`config.mk`:
```
export PLATFORM = sky130hd
export DESIGN_NAME = fifo_uram_ctrl
export DESIGN_NICKNAME = d
export VERILOG_FILES = /design/src/rtl/fifo_uram_ctrl.sv
export SDC_FILE = /design/constraint.sdc
export NUM_CORES = 1
export LEC_CHECK = 0
export ABC_AREA = 1
export CORE_UTILIZATION = 35
export DETAILED_ROUTE_END_ITERATION = 8
export PLACE_DENSITY = 0.66
export SYNTH_ARGS = -nofsm -noshare
export SYNTH_HDL_FRONTEND = slang
export SYNTH_SLANG_ARGS = --single-unit
```
`constraint.sdc`:
```
create_clock -name clk -period 3.2 [get_ports clk]
set_input_delay 0.8 -clock clk [delete_from_list [all_inputs] [get_ports clk]]
set_output_delay 0.8 -clock clk [all_outputs]
set_load 0.005 [all_outputs]
```
`src/rtl/fifo_uram_ctrl.sv`:
```
// fifo_uram_ctrl
// Controller that turns a simple dual-port URAM core into a first-word-fall-through
// stream FIFO. The core has write port 0 and read port 1, and its read data is
// registered, so it arrives one cycle after the read is issued. A two-entry output
// buffer (head + skid) hides that read latency. This lets back-to-back pops sustain
// one word per cycle.
//
// Ports
//   clk, reset          clock; asynchronous active-high reset
//   if_din, if_write    producer side; a write is accepted while if_full_n = 1
//   if_full_n           memory has space (reflects memory occupancy only)
//   if_dout, if_empty_n head word and its valid flag
//   if_read             consumer pop; effective while if_empty_n = 1
//   mem_address0/ce0/we0/d0   memcore write port
//   mem_address1/ce1          memcore read port
//   mem_q1                    memcore read data, valid the cycle after mem_ce1
module fifo_uram_ctrl #(
  parameter int DATA_WIDTH    = 32,
  parameter int ADDRESS_WIDTH = 6,
  parameter int DEPTH         = 64
) (
  input  logic                     clk,
  input  logic                     reset,
  input  logic [DATA_WIDTH-1:0]    if_din,
  input  logic                     if_write,
  output logic                     if_full_n,
  output logic [DATA_WIDTH-1:0]    if_dout,
  output logic                     if_empty_n,
  input  logic                     if_read,
  output logic [ADDRESS_WIDTH-1:0] mem_address0,
  output logic                     mem_ce0,
  output logic                     mem_we0,
  output logic [DATA_WIDTH-1:0]    mem_d0,
  output logic [ADDRESS_WIDTH-1:0] mem_address1,
  output logic                     mem_ce1,
  input  logic [DATA_WIDTH-1:0]    mem_q1
);

  localparam int CW = $clog2(DEPTH + 1);
  localparam logic [ADDRESS_WIDTH-1:0] LAST_ADDR  = ADDRESS_WIDTH'(DEPTH - 1);
  localparam logic [CW-1:0]            FULL_COUNT = CW'(DEPTH);

  logic [ADDRESS_WIDTH-1:0] wr_ptr;
  logic [ADDRESS_WIDTH-1:0] rd_ptr;
  logic [CW-1:0]            mem_count;
  logic                     inflight;
  logic [DATA_WIDTH-1:0]    head;
  logic [DATA_WIDTH-1:0]    skid;
  logic [1:0]               out_count;

  logic       push;
  logic       pop;
  logic       issue;
  logic [2:0] occ_after_pop;
  logic [1:0] kept;

  // The depth need not be a power of two, so pointers wrap explicitly.
  function automatic logic [ADDRESS_WIDTH-1:0] ptr_next(input logic [ADDRESS_WIDTH-1:0] p);
    return (p == LAST_ADDR) ? '0 : p + ADDRESS_WIDTH'(1);
  endfunction

  assign push = if_write & if_full_n;
  assign pop  = if_read & if_empty_n;

  // Buffered words plus the read in flight, after this cycle's pop. A new read
  // is issued only if its data is guaranteed a slot when it returns.
  assign occ_after_pop = {1'b0, out_count} + {2'b0, inflight} - {2'b0, pop};
  assign issue         = (mem_count != '0) & (occ_after_pop < 3'd2);
  assign kept          = out_count - {1'b0, pop};

  assign mem_ce0      = push;
  assign mem_we0      = push;
  assign mem_address0 = wr_ptr;
  assign mem_d0       = if_din;
  assign mem_ce1      = issue;
  assign mem_address1 = rd_ptr;

  assign if_full_n  = (mem_count != FULL_COUNT);
  assign if_empty_n = (out_count != 2'd0);
  assign if_dout    = head;

  always_ff @(posedge clk or posedge reset) begin
    if (reset) begin
      wr_ptr    <= '0;
      rd_ptr    <= '0;
      mem_count <= '0;
      inflight  <= 1'b0;
      head      <= '0;
      skid      <= '0;
      out_count <= 2'd0;
    end else begin
      if (push)
        wr_ptr <= ptr_next(wr_ptr);
      if (issue)
        rd_ptr <= ptr_next(rd_ptr);

      case ({push, issue})
        2'b10:   mem_count <= mem_count + CW'(1);
        2'b01:   mem_count <= mem_count - CW'(1);
        default: mem_count <= mem_count;
      endcase

      inflight <= issue;

      if (pop && (out_count == 2'd2))
        head <= skid;

      // Returning data lands in the first slot that is free once the pop is applied.
      if (inflight) begin
        if (kept == 2'd0)
          head <= mem_q1;
        else
          skid <= mem_q1;
      end

      out_count <= kept + {1'b0, inflight};
    end
  end

endmodule

```
Word level (Yosys, flattened, before mapping):

Cells that the tools add are included.

* output and inout port bits: 81
* register bits: 86

* reduce and logical (&&, ||, !) cells: 6
* bitwise gates (word level): 4
* $lt $le $gt $ge: 1
* $add $sub $neg: 8
* eq/ne operators: 6
* muxes and demuxes: 6

Operators by type and width (number)
* two-way mux 32 bit: 3
* one-hot mux 7 bit (2 select lines): 1
* adder 6 x 1 -> 6 bit, second input constant: 2
* == test 6 bit, second input constant: 2
* two-way mux 6 bit: 2
* adder 7 x 1 -> 7 bit, second input constant: 1
* != test 7 bit, second input constant: 1
* nonzero test 7 bit: 1
* subtractor 7 x 1 -> 7 bit, second input constant: 1
* == test 2 bit, second input constant: 2
* nonzero test 2 bit: 2
* adder 2 x 1 -> 3 bit: 1
* bitwise AND 1 bit: 3
* < comparator 3 x 2 -> 1 bit, second input constant: 1
* subtractor 3 x 1 -> 3 bit: 1
* adder 2 x 1 -> 2 bit: 1
* == test 2 x 1 -> 1 bit, second input constant: 1
* logical NOT 2 bit: 1
* AND reduction 2 bit: 1
* subtractor 2 x 1 -> 2 bit: 1
* logical AND 1 bit: 1
* inverter 1 bit: 1

Longest topological paths before layout:

* depth after elaboration: 7
* mapped depth: 20
* gate-level depth less buffers: 20

Least setup slack after synthesis:

No wires, ideal clock.

* path kind: input -> register
* from: input if_read
* to: register mem_count[5]
* stages: 16
* setup time: 0.118 ns
* arrival: 3.337 ns
* setup slack: -0.255 ns
* cells stage by stage: nand3_4 > inv_1 > buf_2 > fa_1 > inv_1 > nor2_1 > nor2_1 > nand2_1 > nor2_1 > ha_1 > ha_1 > or2_2 > nand3_1 > nand3_1 > nand3_1 > nand2_1

* cells in the longest elaborated chain, start to end: 6

Ends and longest elaborated chain
* from (decl): line 29 `input logic if_read,`
* bitwise AND 1 bit (*): line 63 `assign pop = if_read & if_empty_n;`
* subtractor 3 x 1 -> 3 bit (*): line 67 `assign occ_after_pop = {1'b0, out_count} + {2'b0, inflight} - {2'b0, pop};`
* < comparator 3 x 2 -> 1 bit (*): line 68 `assign issue = (mem_count != '0) & (occ_after_pop < 3'd2);`
* bitwise AND 1 bit (*): line 68
* via mem_ce1: line 35 `output logic mem_ce1,`
* == test 2 x 1 -> 1 bit / == test 2 bit (equally long branches): line 97 `case ({push, issue})`
* one-hot mux 7 bit (2 select lines) / nonzero test 2 bit (equally long branches)
* to (signal assigned): line 98 `2'b10: mem_count <= mem_count + CW'(1);`
* to (signal assigned): line 99 `2'b01: mem_count <= mem_count - CW'(1);`
* to (signal assigned): line 100 `default: mem_count <= mem_count;`
* to (decl): line 45 `logic [CW-1:0] mem_count;`

Mark *: on every way through the listed nets, which the timed path passes. The rest lies on a longest branch.
A chain may end at the register's enable or synchronous reset.

Worst setup path in the final report:

* from: input if_read
* to: output mem_ce1

* cells in the longest elaborated chain, start to end: 4

Ends and longest elaborated chain (line)
* bitwise AND 1 bit: 63
* subtractor 3 x 1 -> 3 bit: 67
* < comparator 3 x 2 -> 1 bit: 68
* bitwise AND 1 bit: 68
* to (decl): 35

Every way passes these cells.

==> flow_summary.toml <==
[status]
status = "finished, final reports clean"

[yosys]
synth-xor-area-share = 0.0151
synth_top_area_share = 0.465
syn_inst = 603
ys_seq_area_frac = 0.465
avgSynthCellArea_um2 = 7.68
syn_area_mm2 = 0.00463
synth_fa_ha_area_frac = 0.0357
yosys.area_share.simple = 0.296
ys_types = 24
netlist.top_cell.by_area = "dfrtp_1"
synth-compound-area-share = 0.0489
synth_nets = 683
synth_top_family_by_area = "simple AND/OR/NAND/NOR gates"
synth.top_cells.by_area = "dfrtp_1, nand2_1, buf_4"
synth-seq-cells = 86
yosysWarnings = 0
yosys-mux-area-fraction = 0

[cells_and_area]
diodes = 0
drive_gt1_frac = 0.0707
stdcell_count = 837
area.growth.synth_to_final_pct = 24.2
fin_nets = 742

[timing]
rsz0062_at_grt = "no"
drv_slew = 0
worstMarginPinSlew_ns = 0.575
timing.final.crit_share = 0.950
finalSetupViolCount = 0
min_period_ns = 3.04
final-hold-violation-count = 0
fmax_mhz = 329
relSlewSlack = 0.616
setup_ws_ns = 0.161
fin_worst_skew_ns = 0.00649

[drt]
drc = 0
vias_per_cell = 4.57
routed_wl_mm = 10.2
wl_per_cell_um = 12.2
antenna_left = 0
first_iter_violations = 258
vias = 3824
first_pass_iters = 4

[placement]
dp_hpwl_mm = 6.95
routabilityCongestion = 0.741
portBuffers = 84
dp_cells = 823
post-place-ws_ns = -0.541

[global_route]
grt_start_max_net_pins = 45
overflow = 0
track_usage = 0.164
grt_pass1_wl_mm = 17.3
antenna_found_initial = 0
grt_pass1_vias = 3761

[pwr]
p_seq_frac = 0.327
irDropWorstVdd_uv = 312
power_leakage_nw = 3.02
switching_power_w = 0.00229
intPower_w = 0.00358
switching_share = 0.390
finalPower_w = 0.00587
pwr-share-clk = 0.175
p_per_area_mw_per_mm2 = 1020
combPwrFrac = 0.498

[floorplanning]
std_cell_rows = 41
die_y_um = 117
dieArea_mm2 = 0.0137
die_width_um = 117
start_util = 0.363
core-area_mm2 = 0.0128
io_pins = 149

[setup_path]
worstPathArrival_ns = 2.24
slowest_delay_ns = 0.34
start_kind = "input port"
crit_path_frequent_cell = "nor2_1"
slowest_stage = "fa_2"
cp.buffers_inverters = 3
critPathRequiredTime_ns = 2.40
path_delay_family = "simple AND/OR/NAND/NOR gates"
setup.worst_path.class = "input port to output port"
critical_path.cell_chain = "clkdlybuf4s15_2 > nand3_4 > o21ai_2 > nand2_1 > fa_2 > inv_1 > nor2_1 > nor2_1 > nand2_2 > nor2_4 > dlygate4sd2_1"
endpoint_kind = "output port"
critPathMaxFanout = 3

[clocking]
cts.clk_slew.worst_paths_ns = 0.06
clock_sinks = 86
clock_latency_ns = 0.34
cts-root-buf = "clkbuf_16"
cts_tree = "done"
htreeDepth = 3
cts_made_buffers = 9
cts_buffer_depth = 2
post_cts.repair.setup_buffers = 0

[min_path]
min_path_type = "flop to flop"

[run]
max_cap_violations = 0
## cells in the final DEF (no fill, tap or decap), types with 3 or more instances in the layout
master and instances:
clkbuf_16 9, dfrtp_1 86, xnor2_1 5, buf_4 20, nor2_1 15, o21ai_1 32, xor2_1 3, ha_1 9
a21oi_1 4, o21ai_0 5, nand2_1 255, inv_1 61, nand3_1 52, clkdlybuf4s50_1 82
## final timing paths
path / start / to / slack (ns) / cells after the start
min in group asynchronous: reset / mem_address1[3]$_DFFE_PP0P_ / 0.92 / 3
min reg2reg: skid[18]$_DFFE_PP0P_ / skid[18]$_DFFE_PP0P_ / 0.47 / 2
max: if_read / mem_ce1 / 0.16 / 11
max reg2reg: out_count[1]$_DFF_PP0_ / mem_count[6]$_DFFE_PP0P_ / 0.39 / 20
min: skid[18]$_DFFE_PP0P_ / skid[18]$_DFFE_PP0P_ / 0.47 / 2
max in group asynchronous: reset / if_dout[23]$_DFF_PP0_ / 1.86 / 3
## flip-flops by register name (all words and copies together) (netlist names)
| name | cells |
|---|---|
| out_count | 2 |
| inflight | 1 |
| skid | 32 |
| mem_count | 7 |
| mem_address1 | 6 |
| mem_address0 | 6 |
| if_dout | 32 |
## worst register-to-register path, cell delays in order, from the launching register on
cell and delay (ns):
dfrtp_1 0.46, nand3_4 0.11, o21ai_2 0.07, nand2_1 0.08
fa_2 0.34, inv_1 0.06, nor2_1 0.03, nor2_1 0.12
nand2_2 0.09, nor2_4 0.11, buf_4 0.15, ha_4 0.16
inv_1 0.05, fa_1 0.36, inv_1 0.10, nand2_1 0.08
nand2_2 0.09, nand3_1 0.08, nand3_1 0.07, nand3_1 0.07
nand2_1 0.06
## power by group through the flow
stage / Clock, W / Sequential (W) / Combinational [W]
after detailed placement: 0 / 0.00193 / 0.00293
after CTS: 0.00107 / 0.00192 / 0.00295
after floorplan: 0 / 0.00189 / 0.00192
final: 0.00103 / 0.00192 / 0.00292
after global routing: 0.00111 / 0.00199 / 0.00335
after global placement: 0 / 0.00192 / 0.00285
## repair_timing
item                                    in CTS  in global routing
resized for setup                            6                  1
pin swaps                                    2                  1
hold buffers                                 0                  0
endpoints found under the hold margin        0                  0
endpoints found under the setup margin       5                  2
## metal layers
layer	vias up	global-route usage	wire length, um
li1	1940	-	-
met1	1770	0.198	4620
met2	97	0.281	4840
met3	17	0.0366	529
met4	0	0.0759	206
met5	-	0	0
## Yosys cell counts, drive strengths merged
master,instances
clkbuf,7
xnor2,5
o22ai,2
buf,49
inv,64
fa,2
o21ai,38
dfrtp,86
nor2,16
nand3b,2
nand3,54
or2,1
xor2,3
ha,10
a21oi,4
nand4,1
nand2,259
## metrics by stage
| step | area (um^2) | hold WS, ns | utilization | setup TNS, ns |
|---|---|---|---|---|
| 2_1_floorplan | 4650 | 0.442 | - | 0 |
| 3_3_place_gp | 5450 | 0.454 | 0.427 | -2.68 |
| 3_5_place_dp | 5450 | 0.459 | 0.427 | -3.06 |
| 4_1_cts | 5750 | 0.473 | 0.450 | 0 |
| 5_1_grt | 5750 | 0.486 | 0.450 | 0 |
| 6_report | 5750 | 0.469 | 0.450 | 0 |
## kinds of logic (layout without fill, tap and decap cells)
family | count (synthesis) | count (layout)
simple gates | 333 | 333
buf+inv | 120 | 182
flops | 86 | 86
compound gates | 44 | 44
fa+ha+maj | 12 | 12
xor+xnor | 8 | 8
## area by class of cell
type	instances	area [um^2]
multi-input cells	397	1860
clock inverters	1	30.0
flip-flops and latches	86	2150
inverters	64	241
repair buffers	104	991
well taps	172	215
clock buffers	13	260
fillers	1275	7020
No activity file was read; power rests on OpenSTA's default activity.
